<file path="src/rtl/mult6_pkg.sv">
// mult6_pkg: shared widths and delay-line entry type for the 6x6 multiplier share controller
package mult6_pkg;
  localparam int OP_W = 6;
  localparam int PROD_W = 12;
  localparam int TAG_MAX_W = 3;
  typedef logic [TAG_MAX_W-1:0] tag_t;
  typedef struct packed {
    logic              valid;
    tag_t              tag;
    logic [PROD_W-1:0] prod;
  } dl_entry_t;
  function automatic int tag_w(input int n);
    return n > 1 ? $clog2(n) : 1;
  endfunction
endpackage

</file>
<file path="src/rtl/rr_arbiter.sv">
// rr_arbiter: combinational round-robin pick of the first request at or above ptr, wrapping
module rr_arbiter #(
  parameter int N = 4,
  parameter int PTR_W = 2
) (
  input  logic [N-1:0]     req,
  input  logic [PTR_W-1:0] ptr,
  output logic [N-1:0]     gnt
);
  logic [N-1:0] hi, pick;
  always_comb begin
    hi = '0;
    for (int i = 0; i < N; i++) hi[i] = req[i] & (i >= int'(ptr));
    pick = |hi ? hi : req;
    gnt = pick & (~pick + N'(1));
  end
endmodule

</file>
<file path="src/rtl/mult6_share_ctrl.sv">
// mult6_share_ctrl: round-robin sharing of one 6x6 multiplier datapath with tagged per-requester responses
module mult6_share_ctrl
  import mult6_pkg::*;
#(
  parameter int NUM_REQ = 4,
  parameter int PIPE_LAT = 1,
  parameter int CNT_W = 16
) (
  input  logic                      clk,
  input  logic                      rst_n,
  input  logic [NUM_REQ-1:0]        req_valid,
  output logic [NUM_REQ-1:0]        req_ready,
  input  logic [OP_W*NUM_REQ-1:0]   req_a,
  input  logic [OP_W*NUM_REQ-1:0]   req_b,
  input  logic [NUM_REQ-1:0]        req_approx,
  output logic [OP_W-1:0]           mul_a,
  output logic [OP_W-1:0]           mul_b,
  output logic                      mul_approx,
  output logic                      mul_valid,
  input  logic [PROD_W-1:0]         mul_p,
  output logic [NUM_REQ-1:0]        rsp_valid,
  output logic [PROD_W*NUM_REQ-1:0] rsp_data,
  input  logic [NUM_REQ-1:0]        rsp_ready,
  output logic [NUM_REQ-1:0]        busy,
  output logic [CNT_W-1:0]          op_cnt
);
  localparam int TAG_W = tag_w(NUM_REQ);
  logic [TAG_W-1:0] ptr_q, ptr_d;
  logic [NUM_REQ-1:0] gnt, busy_q, busy_d, rsp_valid_q, rsp_valid_d;
  logic [PROD_W*NUM_REQ-1:0] rsp_data_q, rsp_data_d;
  logic [OP_W-1:0] a_d, b_d, mul_a_q, mul_b_q;
  logic approx_d, mul_approx_q, mul_valid_q, acc;
  tag_t gidx, mul_tag_q;
  logic [CNT_W-1:0] op_cnt_q;
  dl_entry_t dl_in, arr;

  rr_arbiter #(.N(NUM_REQ), .PTR_W(TAG_W)) u_arb (
    .req(req_valid & ~busy_q),
    .ptr(ptr_q),
    .gnt(gnt)
  );

  assign dl_in = '{valid: mul_valid_q, tag: mul_tag_q, prod: mul_p};

  // The response slot is the final delay stage, so PIPE_LAT-1 extra registers precede it.
  if (PIPE_LAT > 1) begin : g_dl
    dl_entry_t dl_q [PIPE_LAT-1];
    always_ff @(posedge clk or negedge rst_n) begin
      if (!rst_n) begin
        for (int k = 0; k < PIPE_LAT-1; k++) dl_q[k] <= '0;
      end else begin
        dl_q[0] <= dl_in;
        for (int k = 1; k < PIPE_LAT-1; k++) dl_q[k] <= dl_q[k-1];
      end
    end
    assign arr = dl_q[PIPE_LAT-2];
  end else begin : g_nodl
    assign arr = dl_in;
  end

  always_comb begin
    acc = |gnt;
    gidx = '0;
    a_d = '0;
    b_d = '0;
    approx_d = 1'b0;
    for (int i = 0; i < NUM_REQ; i++) begin
      if (gnt[i]) begin
        gidx = tag_t'(i);
        a_d = req_a[i*OP_W +: OP_W];
        b_d = req_b[i*OP_W +: OP_W];
        approx_d = req_approx[i];
      end
    end
    ptr_d = !acc ? ptr_q : int'(gidx) == NUM_REQ-1 ? '0 : TAG_W'(gidx + tag_t'(1));
    busy_d = (busy_q | gnt) & ~(rsp_valid_q & rsp_ready);
    rsp_valid_d = rsp_valid_q & ~rsp_ready;
    rsp_data_d = rsp_data_q;
    for (int i = 0; i < NUM_REQ; i++) begin
      if (arr.valid && arr.tag == tag_t'(i)) begin
        rsp_valid_d[i] = 1'b1;
        rsp_data_d[i*PROD_W +: PROD_W] = arr.prod;
      end
    end
  end

  always_ff @(posedge clk or negedge rst_n) begin
    if (!rst_n) begin
      ptr_q <= '0;
      busy_q <= '0;
      rsp_valid_q <= '0;
      rsp_data_q <= '0;
      mul_a_q <= '0;
      mul_b_q <= '0;
      mul_approx_q <= 1'b0;
      mul_valid_q <= 1'b0;
      mul_tag_q <= '0;
      op_cnt_q <= '0;
    end else begin
      ptr_q <= ptr_d;
      busy_q <= busy_d;
      rsp_valid_q <= rsp_valid_d;
      rsp_data_q <= rsp_data_d;
      mul_a_q <= a_d;
      mul_b_q <= b_d;
      mul_approx_q <= approx_d;
      mul_valid_q <= acc;
      mul_tag_q <= gidx;
      if (acc) op_cnt_q <= op_cnt_q + CNT_W'(1);
    end
  end

  assign req_ready = gnt;
  assign mul_a = mul_a_q;
  assign mul_b = mul_b_q;
  assign mul_approx = mul_approx_q;
  assign mul_valid = mul_valid_q;
  assign rsp_valid = rsp_valid_q;
  assign rsp_data = rsp_data_q;
  assign busy = busy_q;
  assign op_cnt = op_cnt_q;
endmodule

</file>
<file path="config.mk">
export PLATFORM = sky130hd
export DESIGN_NAME = mult6_share_ctrl
export DESIGN_NICKNAME = d
export VERILOG_FILES = /design/src/rtl/mult6_pkg.sv /design/src/rtl/rr_arbiter.sv /design/src/rtl/mult6_share_ctrl.sv
export SDC_FILE = /design/constraint.sdc
export NUM_CORES = 1
export LEC_CHECK = 0
export BUFFER_PORTS_ARGS = -buffer_cell sky130_fd_sc_hd__buf_2
export CAP_MARGIN = 10
export CORE_UTILIZATION = 25
export DETAILED_ROUTE_END_ITERATION = 10
export PLACE_DENSITY_LB_ADDON = 0.1
export SETUP_SLACK_MARGIN = 0.1
export SYNTH_ARGS = -nofsm -noshare
export SYNTH_HDL_FRONTEND = slang
export SYNTH_SLANG_ARGS = --single-unit
</file>
<file path="constraint.sdc">
create_clock -name clk -period 5.3 [get_ports clk]
set_clock_uncertainty 0.15 [all_clocks]
set_input_delay 0.53 -clock clk [delete_from_list [all_inputs] [get_ports clk]]
set_output_delay 0.53 -clock clk [all_outputs]
set_load 0.02 [all_outputs]
</file>
# After elaboration in Yosys (flattened, before gate mapping)

Index checks and enable logic that the tools add are counted.

Bits in registers: 91
Input port bits: 74
Word-level logic and storage cells: 64
Output and inout bits: 90

Add/sub/neg operators: 3
Bitwise gates (word level): 13
Reduce and logical (&&, ||, !) cells: 7
Eq/ne operators: 4
$lt $le $gt $ge: 3
Muxes and demuxes: 21

Operators with widths:

| cell                  | number |
|---|---|
| $mux 6                | 8 |
| $and 4x4->4           | 5 |
| $add 16x1->16 const B | 1 |
| $not 4->4             | 4 |
| $mux 1                | 9 |
| $mux 3                | 3 |
| $reduce_or 4->1       | 2 |
| $eq 3x2->1 const B    | 2 |
| $add 4x1->4 const B   | 1 |
| $ge 1x2->1 const A    | 2 |
| $logic_and 1x1->1     | 4 |
| $or 4x4->4            | 1 |
| $and 1x1->1           | 3 |
| $eq 3x1->1 const B    | 1 |
| $eq 3x3->1 const B    | 1 |
| $logic_not 3->1       | 1 |
| $add 2x1->2 const B   | 1 |
| $ge 2x2->1 const A    | 1 |
| $mux 2                | 1 |

# Logic depth before layout (Yosys ltp)

Gate-level depths: netlist of run 1.

Depth after elaboration: 13
Mapped depth: 6
Gate-level depth less buffers: 5

# Modules after synthesis

A second synthesis of run 1 with hierarchy kept.

Cell total of the unflattened synthesis: 282
Area, all modules: 3709.8 µm²

By module, submodules not included:

| module           | cells each | instances | seq. area each (µm²) | area each (µm²) |
|---|---|---|---|---|
| mult6_share_ctrl | 266        | 1         | 2252.2               | 3602.2 |
| rr_arbiter       | 16         | 1         | 0.0                  | 107.6 |

# Worst setup path after synthesis of run 1

No wires, ideal clock.

Path type: input-to-output
Start: input port req_valid[3]
End: output port req_ready[0]
Stages on the path: 4
Data required time: 4620 ps
Slack: 3023 ps
Arrival time: 1597 ps
Buffers on the path: 1
Path through: and2b_1 or3_1 clkbuf_1 a21boi_1

Word-level cells in the longest chain between the ends: 6

Ends and longest elaborated chain:

| element             | line                   | source |
|---|---|---|
| start: declaration  | mult6_share_ctrl.sv:11 | `input logic [NUM_REQ-1:0] req_valid,` |
| $and 4x4->4 (*)     | mult6_share_ctrl.sv:38 | `.req(req_valid & ~busy_q),` |
| $reduce_or 4->1 (*) | rr_arbiter.sv:14       | `pick = \|hi ? hi : req;` |
| $mux 3 (*)          | rr_arbiter.sv:14       |  |
| $not 4->4           | rr_arbiter.sv:15       | `gnt = pick & (~pick + N'(1));` |
| $add 4x1->4         | rr_arbiter.sv:15       |  |
| $and 4x4->4 (*)     | rr_arbiter.sv:15       |  |
| end: declaration    | mult6_share_ctrl.sv:12 | `output logic [NUM_REQ-1:0] req_ready,` |

Mark *: on every way between the ends. The rest lies on a longest branch, timed or not.

# Worst setup path in the final report of run 1

Start: register busy_q[0] (netlist: busy[0])
End: output port req_ready[1]

Word-level cells in the longest chain between the ends: 8

Ends and longest elaborated chain:

| element                  | line                    | source |
|---|---|---|
| start: declaration       | mult6_share_ctrl.sv:29  | `logic [NUM_REQ-1:0] gnt, busy_q, busy_d, rsp_valid_q, rsp_valid_d;` |
| start signal: assignment | mult6_share_ctrl.sv:101 | `busy_q <= busy_d;` |
| $not 4->4 (*)            | mult6_share_ctrl.sv:38  |  |
| $and 4x4->4 (*)          | mult6_share_ctrl.sv:38  |  |
| $and 1x1->1              | rr_arbiter.sv:13        | `for (int i = 0; i < N; i++) hi[i] = req[i] & (i >= int'(ptr));` |
| $reduce_or 4->1          | rr_arbiter.sv:14        |  |
| $mux 3 (*)               | rr_arbiter.sv:14        |  |
| $not 4->4                | rr_arbiter.sv:15        |  |
| $add 4x1->4              | rr_arbiter.sv:15        |  |
| $and 4x4->4 (*)          | rr_arbiter.sv:15        |  |

Marks and branches as above.

==> metrics, run 1 <==
status completed; RSZ-0062 raised after global routing false; Setup crit end req_ready[1]; clock transition at the registers of the reported paths around 0.070 ns; FF-to-FF path depth 5; Worst Path Max Fanout 19; die width 130 um; Post-CTS Resized 0; initial drt markers 167; syn_nets around 400; Mapped Area 4080 um^2; worst r2r dst ptr_q[1]$_DFFE_PN0P_; maximum vdd drop 0.201 mV; worst skew pair latency 0.34 ns; # port buffers 163; total power density per cell area 669 nW/um^2; Worst Hold Class input port to asynchronous set/reset pin; largest stage delay on the critical path 0.72 ns; total of max-cap violations 0; worst setup path startpoint busy[0]$_DFF_PN0_; ANT cells 0; most common cell in the netlist dfrtp_1; min cycle time layout around 3.3 ns; vias in the first global route between 3000 and 4000; post-CTS setup buffers 0; ranking of synthesized cells by area dfrtp_1 (55%), mux2_2 (13%), o32a_1 (3.4%); GRT Util Overall about 14%; WP data required 4.62 ns; Tot Pwr 3.61 mW; Yosys top cell area share 55.2%; Reg2Reg Launch Point busy[0]$_DFF_PN0_; setup TNS 0 ns; DR WL/cell around 17 um; CTS root buf clkbuf_16; Post-synth top cells dfrtp_1 (90), mux2_2 (48), nand2_1 (33); sum of net half-perimeters after detailed placement between 8 and 9 mm; Yosys cell types 52; Worst R2R Setup Slack 2.71 ns; synthesized area per cell 12.4 um^2; CTS tree built; Leak 2.49 nW; Cells after Synth 330; number of buffers created by CTS 9; Layout Utilization 34.0%; worst-margin pin slew about 1.1 ns; Post-synth top flop dfrtp_1; via count between 3000 and 4000; fin nets 564; Synth Register Bits 90; drt pass-1 iters 4; Starting Density 25.7%; H-tree levels 3; post-synthesis sequential area ratio 55.2%; CTS Hold Bufs 0; crit start category flop; final slew viol count 0; Synth area leader dfrtp_1; DRC Markers 0; total gr overflow 0; Hold Violations, Final 0; Yosys warnings 0; cell row count 46; fraction of layout cells with a size suffix above 1 51.2%; worst-path cell chain nor2b_2 -> o32a_1 -> nand2b_1 -> inv_2 -> buf_2; Final Setup Violations 0; P&R area growth vs syn 32.3%; Die H around 130 um; Routed WL 11.8 mm; Final Cycle Share 62.1%; normalized max-slew margin 24.4%; Crit Path Category flop to output port; Post-synth EDFFs 0; CORE AREA 15900 um^2; initial antenna violation count 0; ys async rst share 100%; Routed Antenna Nets 0; RePlAce Congestion 0.736; IO Pins 164; vias per inst ~4.5; CP arrival ~2.6 ns; Worst setup EP type output port; Peak Freq between 0.3 and 0.4 GHz; CTS max path bufs 2; Num Clock Sinks 90; slowest cell on the critical path nor2b_2; DIE AREA ~17000 um^2; largest net degree at the start of global routing 50; first-pass GRT wire length about 18 mm
## metrics by stage
stage / cell area (um^2) / hold WS (ns) / setup WS (ns) / std cells
4_1_cts: 5400 / 0.0519 / 1.96 / 710
6_report: 5400 / 0.0369 / 2.01 / 710
3_5_place_dp: 5090 / 0.306 / 2.12 / 694
5_1_grt: 5400 / 0.0764 / 1.82 / 710
2_1_floorplan: 4080 / 0.0844 / 3.02 / 330
3_3_place_gp: 5090 / 0.302 / 2.18 / 694
## state kept, by name, summed over array words and instances (netlist names)
signal	flops
mul_tag_q	2
mul_valid	1
op_cnt	16
rsp_valid	4
ptr_q	2
mul_b	6
mul_approx	1
busy	4
rsp_data	48
mul_a	6
## cells in the final DEF, fill, tap and decap left out, types with 4 or more instances in the layout
cell type  synthesis  final
xor2_1            10     10
buf_2              4    162
clkbuf_16          0      9
dfrtp_1           90     90
a21oi_2           10     10
inv_1              9      9
mux2_2            48     48
o32a_1            14     14
nor2_1            16     16
nand3_1            6      6
nor3_1             6      6
o22a_1            13     13
xnor2_1            5      5
nand2_1           33     33
nor4_1             4      4
## cell families after synthesis
family / after synthesis / synth area share [%]
and+or+nand+nor: 86 / 10.9
buffers and inverters: 28 / 3.43
DFF: 90 / 55.2
xor gates and xnor gates: 15 / 3.22
AOI/OAI and AO/OA: 61 / 13.5
muxes: 49 / 13.5
adders and majority gates: 1 / 0.307
## metal layers
layer	vias to the layer above	GRT usage (%)	part of all wire, %
li1	1512	-	-
met4	0	6.57	1.8
met3	13	2.91	6.0
met1	1564	18.9	45
met5	-	0	0
met2	117	22.9	47
## final cells by class
| cell class | instances | area (um^2) |
|---|---|---|
| Clock inverter | 5 | 62.6 |
| Tap cell | 216 | 270 |
| Fill cell | 1666 | 10500 |
| Clock buffer | 11 | 243 |
| Sequential cell | 90 | 2250 |
| Multi-Input combinational cell | 212 | 1700 |
| Timing Repair Buffer | 165 | 833 |
| Inverter | 11 | 41.3 |
## worst min path at each step
stage	start	end	slack, ns	cells after the start
6_report	rst_n	mul_b[1]$_DFF_PN0_	0.04	1
5_1_grt	rst_n	mul_b[1]$_DFF_PN0_	0.08	1
4_1_cts	rst_n	rsp_data[32]$_DFFE_PN0P_	0.05	1
3_5_place_dp	rsp_valid[1]$_DFF_PN0_	busy[1]$_DFF_PN0_	0.31	1
3_3_place_gp	op_cnt[15]$_DFFE_PN0P_	op_cnt[15]$_DFFE_PN0P_	0.30	1
2_1_floorplan	rst_n	busy[0]$_DFF_PN0_	0.08	0
## worst max-delay path, delay by kind of cell, from the launching register on
kind | cells | cell delay (ns)
DFF | 1 | 0.42
and+or+nand+nor | 2 | 0.96
buffers and inverters | 2 | 0.23
AOI/OAI and AO/OA | 1 | 0.64
## report_power, final
group	internal, mW	total, mW	switching [mW]	leakage (nW)
clock	0.381	0.665	0.283	0.142
sequential	1.01	1.21	0.200	1.06
combinational	0.698	1.74	1.04	1.28
total	2.09	3.61	1.52	2.49
No activity file was read; power rests on OpenSTA's default activity.
==> run 2: changes to the inputs <==
- clock period: 5.3 -> 2.9 ns (I/O delays scaled with it)
==> metrics, run 2 (same netlist as run 1, synthesis figures left out) <==
worst r2r dst mul_b[3]$_DFF_PN0_; largest stage delay on the critical path 0.55 ns (-0.17 ns); CP arrival 2.19 ns (-0.42 ns); Worst Hold End busy[3]$_DFF_PN0_; placed cells 703 (+1.3%); Routed Antenna Nets 0 (unchanged); vias per inst 4.47 (-1.1%); initial antenna violation count 1 (+1); drt pass-1 iters 4 (unchanged); Starting Density 25.7% (unchanged); initial drt markers 163 (-2.4%); CTS tree built; Final Cycle Share between 90 and 100%; hold path cells 2; worst skew pair latency 0.34 ns (about the same); status completed; min cycle time layout 2.63 ns; Worst Hold Class input port to flop; worst setup path startpoint ptr_q[0]$_DFFE_PN0P_; commonest non-fill, non-tap cell in the layout buf_2; setup TNS 0 ns (unchanged); via count 3229 (+0.72%); cell row count 46 (unchanged); WL met3 802 um (+13%); slowest cell on the critical path a31oi_4; total gr overflow 0 (unchanged); fraction of layout cells with a size suffix above 1 51.6% (+0.37 points); FF-to-FF path depth 4 (-1); hold_ws 0.00906 ns (-0.0278 ns); most frequent cells in the layout buf_2 (162), dfrtp_1 (90), mux2_2 (48); RePlAce Congestion 0.763 (+3.7%); IO Pins 164 (unchanged); DIE AREA 16800 um^2 (unchanged); P&R area growth vs syn 34.6%; max reg flops 48 (unchanged); Die H 130 um (unchanged); clock transition at the registers of the reported paths 0.06 ns (about the same); Worst R2R Setup Slack 0.65 ns (-2.06 ns); H-tree levels 3 (unchanged); Worst setup EP type output port; normalized max-slew margin 41.0% (+17 points); sum of net half-perimeters after detailed placement 8.31 mm (+0.36%); # port buffers 163 (unchanged); Peak Freq approximately 0.38 GHz; DR WL/cell 16.4 um (-1.3%); GRT Util Overall 14.5% (+0.14 points); maximum vdd drop 0.411 mV (+100%); first-pass GRT wire length 17.8 mm (about the same); post-CTS setup buffers 0 (unchanged); Crit Path Category flop to output port; Worst Path Max Fanout 14 (-5); Reg2Reg Launch Point busy[0]$_DFF_PN0_; total of max-cap violations 0 (unchanged); Top Layer Used met4; CTS root buf clkbuf_16; final slew viol count 0 (unchanged); hold path start rsp_ready[3]; CORE AREA 15900 um^2 (unchanged); RSZ-0062 raised after global routing false; largest net degree at the start of global routing 50 (unchanged); fin nets 577 (+2.3%); met2 WL 5.48 mm (-0.63%); Leak 2.54 nW (+2.3%); Num Clock Sinks 90 (unchanged); M1 wire length 5.32 mm (-0.21%); die width 130 um (unchanged); vias in the first global route 3127 (-0.41%); number of buffers created by CTS 9 (unchanged); CTS max path bufs 2 (unchanged); crit start category flop; worst-margin pin slew 0.883 ns (-0.244 ns); DRC Markers 0 (unchanged); WP data required 2.46 ns (-2.16 ns); fin cells 723 (+1.8%); Hold Violations, Final 0 (unchanged); worst-path cell chain or3b_4 -> a31oi_4 -> a21boi_1 -> buf_2; total power density per cell area 1200 nW/um^2 (+80%); Routed WL 11.8 mm (+0.52%); Final Setup Violations 0 (unchanged)
run 2: cell types whose count changed in the layout (fill, tap and decap cells not counted):
cell | previous run | this run
buf_4 | 3 | 12
dlygate4sd3_1 | 0 | 4
clkbuf_8 | 1 | 4
bufinv_16 | 1 | 0
clkinv_4 | 1 | 0
clkinvlp_4 | 2 | 1
diode_2 | 0 | 1
inv_6 | 1 | 0
run 2: power breakdown:
group	internal (mW)	switching, mW	leakage, nW	total [mW]
Combinational	1.33	1.92	1.34	3.25
Clock	0.671	0.481	0.141	1.15
Sequential	1.85	0.370	1.06	2.22
Total	3.85	2.77	2.54	6.62
run 2: worst max-delay path by stage:
| stage | to | slack [ns] |
|---|---|---|
| final | req_ready[0] | 0.27 |
| after global placement | req_ready[0] | 0.59 |
| after floorplan | req_ready[0] | 0.87 |
| after CTS | req_ready[0] | 0.23 |
| after global routing | req_ready[1] | 0.14 |
| after detailed placement | req_ready[0] | 0.61 |
run 2: stage by stage:
step                      instance area [um^2]  util [%]  total power, mW  setup WS, ns
after floorplan                           4080         -             4.41         0.874
after global placement                    5160      32.5             5.52         0.586
after detailed placement                  5160      32.5             5.55         0.612
after CTS                                 5490      34.6             6.75         0.233
after global routing                      5490      34.6             7.07         0.135
final                                     5500      34.6             6.62         0.268
run 2: layer usage:
layer / vias to the layer above / GRT usage (%)
li1: 1529 / -
met2: 132 / 22.3
met1: 1555 / 19.2
met4: 0 / 6.98
met5: - / 0
met3: 13 / 3.65
run 2: what timing repair did:
item	4_1_cts	5_1_grt
hold buffers	4	0
endpoints found under the hold margin	51	0
resized for setup	0	0
run 2: cell type report:
type | instances | area, um^2
tap | 216 | 270
sequential | 90 | 2250
fill | 1661 | 10400
clock buffer | 14 | 284
timing repair buffer | 178 | 941
antenna | 1 | 2.50
multi-input combinational | 212 | 1700
inverter | 11 | 41.3
clock inverter | 1 | 7.51
run 2: critical path, delay by kind of cell, from the launching register on:
kind,cells,cell delay (ns)
compound gates,2,0.75
flops,1,0.44
simple gates,1,0.44
buf+inv,1,0.20
==> run 3: changes to the inputs <==
- CORE_ASPECT_RATIO: unset -> 1.4
==> metrics, run 3 (same netlist as run 1, synthesis figures left out) <==
slowest cell on the critical path a31oi_4; Peak Freq 0.383 GHz (+0.83%); post-CTS setup buffers 0 (unchanged); fraction of layout cells with a size suffix above 1 51.5% (-0.096 points); drt pass-1 iters 4 (unchanged); Starting Density 25.9% (+0.23 points); total gr overflow 0 (unchanged); Post-CTS Resized 0 (unchanged); placed cells 680 (-3.3%); worst-margin pin slew 0.803 ns (-0.0802 ns); initial drt markers 111 (-32%); CORE AREA 15700 um^2 (-0.90%); worst-path cell chain or3b_4 -> a31oi_4 -> a21boi_1 -> buf_2; setup TNS 0 ns (unchanged); Die H 153 um (+18%); Multi-input gate area 1700 um^2 (unchanged); clock transition at the registers of the reported paths 0.07 ns (about the same); Worst Path Max Fanout 14 (unchanged); fin nets 575 (-0.35%); H-tree levels 3 (unchanged); P&R area growth vs syn 35.0%; status completed; Worst R2R Setup Slack 0.59 ns (-0.06 ns); Final Cycle Share 90.0% (-0.74 points); initial antenna violation count 0 (-1); Final Setup Violations 0 (unchanged); Worst setup EP type output port; Routed Antenna Nets 0 (unchanged); commonest non-fill, non-tap cell in the layout buf_2; CTS root buf clkbuf_16; worst skew pair latency 0.34 ns (about the same); number of buffers created by CTS 9 (unchanged); register area 2250 um^2 (unchanged); total power density per cell area 1230 nW/um^2 (+1.8%); first-pass GRT wire length 18.7 mm (+4.8%); CP arrival 2.17 ns (-0.02 ns); sum of net half-perimeters after detailed placement 8.73 mm (+5.1%); max reg flops 48 (unchanged); vias per inst 4.66 (+4.4%); CTS max path bufs 2 (unchanged); normalized max-slew margin 46.3% (+5.4 points); min cycle time layout 2.61 ns (-0.0216 ns); IO Pins 164 (unchanged); DIE AREA 16800 um^2 (about the same); ANT cells 0 (-1); cell row count 54 (+17%); PnR worst setup slack 0.289 ns (+0.0216 ns); CTS Hold Bufs 5 (+1); total of max-cap violations 0 (unchanged); GRT Util Overall 14.8% (+0.23 points); Worst Hold Class input port to flop; maximum vdd drop 0.452 mV (+9.9%); via count 3267 (+1.2%); Hold Violations, Final 0 (unchanged); # port buffers 163 (unchanged); Fillers 1630 (-1.9%); Leak 2.56 nW (+0.57%); DR WL/cell 17.1 um (+4.2%); largest stage delay on the critical path 0.55 ns (about the same); crit start category flop; RePlAce Congestion 0.783 (+2.6%); WP data required 2.46 ns (about the same); CTS tree built; vias in the first global route 3387 (+8.3%); most frequent cells in the layout buf_2 (162), dfrtp_1 (90), mux2_2 (48); final slew viol count 0 (unchanged); RSZ-0062 raised after global routing false; Routed WL 12.0 mm (+0.99%); die width 110 um (-15%); largest net degree at the start of global routing 47 (-6.0%); DRC Markers 0 (unchanged); fin cells 701 (-3.0%); pre-CTS WS 0.596 ns (-0.0151 ns); Num Clock Sinks 90 (unchanged); Crit Path Category flop to output port
[run 3: changes by cell type in the layout (fill, tap and decap cells not counted), sizes merged]
cell         change
inv              +3
dlygate4sd3      +1
buf              -3
diode            -1
clkbuf           -4
bufinv           +2
[run 3: critical path, delay by kind of cell (launching register included)]
family / cells / cell delay, ns
AO/OA/AOI/OAI: 2 / 0.76
flip-flops: 1 / 0.46
buffers and inverters: 1 / 0.20
AND/OR/NAND/NOR: 1 / 0.42
[run 3: path summary, 6_finish.rpt]
path / startpoint / end / depth (start not counted)
setup / recovery: busy[2]$_DFF_PN0_ / req_ready[0] / 4
hold / removal: mul_p[3] / rsp_data[15]$_DFFE_PN0P_ / 2
setup reg to reg: busy[1]$_DFF_PN0_ / mul_b[4]$_DFF_PN0_ / 5
hold reg to reg: op_cnt[15]$_DFFE_PN0P_ / op_cnt[15]$_DFFE_PN0P_ / 1
max in group asynchronous: rst_n / mul_b[2]$_DFF_PN0_ / 3
min in group asynchronous: rst_n / rsp_data[47]$_DFFE_PN0P_ / 2
[run 3: report_power, final]
part	switching [mW]	total, mW	internal [mW]
clock network	0.517	1.31	0.789
registers	0.381	2.23	1.85
logic	1.90	3.22	1.32
total	2.80	6.76	3.96
[run 3: metrics by stage]
step / power (mW) / hold WS [ns] / area (um^2) / util [%]
after floorplan: 4.41 / -0.156 / 4080 / -
after global placement: 5.49 / 0.215 / 5130 / 32.6
after detailed placement: 5.53 / 0.221 / 5130 / 32.6
after CTS: 6.89 / 0.0608 / 5510 / 35.0
after global routing: 7.23 / 0.0628 / 5510 / 35.0
final: 6.76 / 0.0776 / 5510 / 35.0
[run 3: metal layers]
layer / GRT usage, % / wire length, um
met3: 2.86 / 636
met4: 4.95 / 134
met2: 25.8 / 6150
met5: 0 / 0
met1: 17.8 / 5030
[run 3: layout make-up]
cell class                 count  area share, %
sequential                    90           40.9
multi-input combinational    212           30.8
timing repair buffer         176           17.1
tap                          196           4.45
clock buffer                  10           4.34
clock inverter                 6           1.70
inverter                      11          0.749
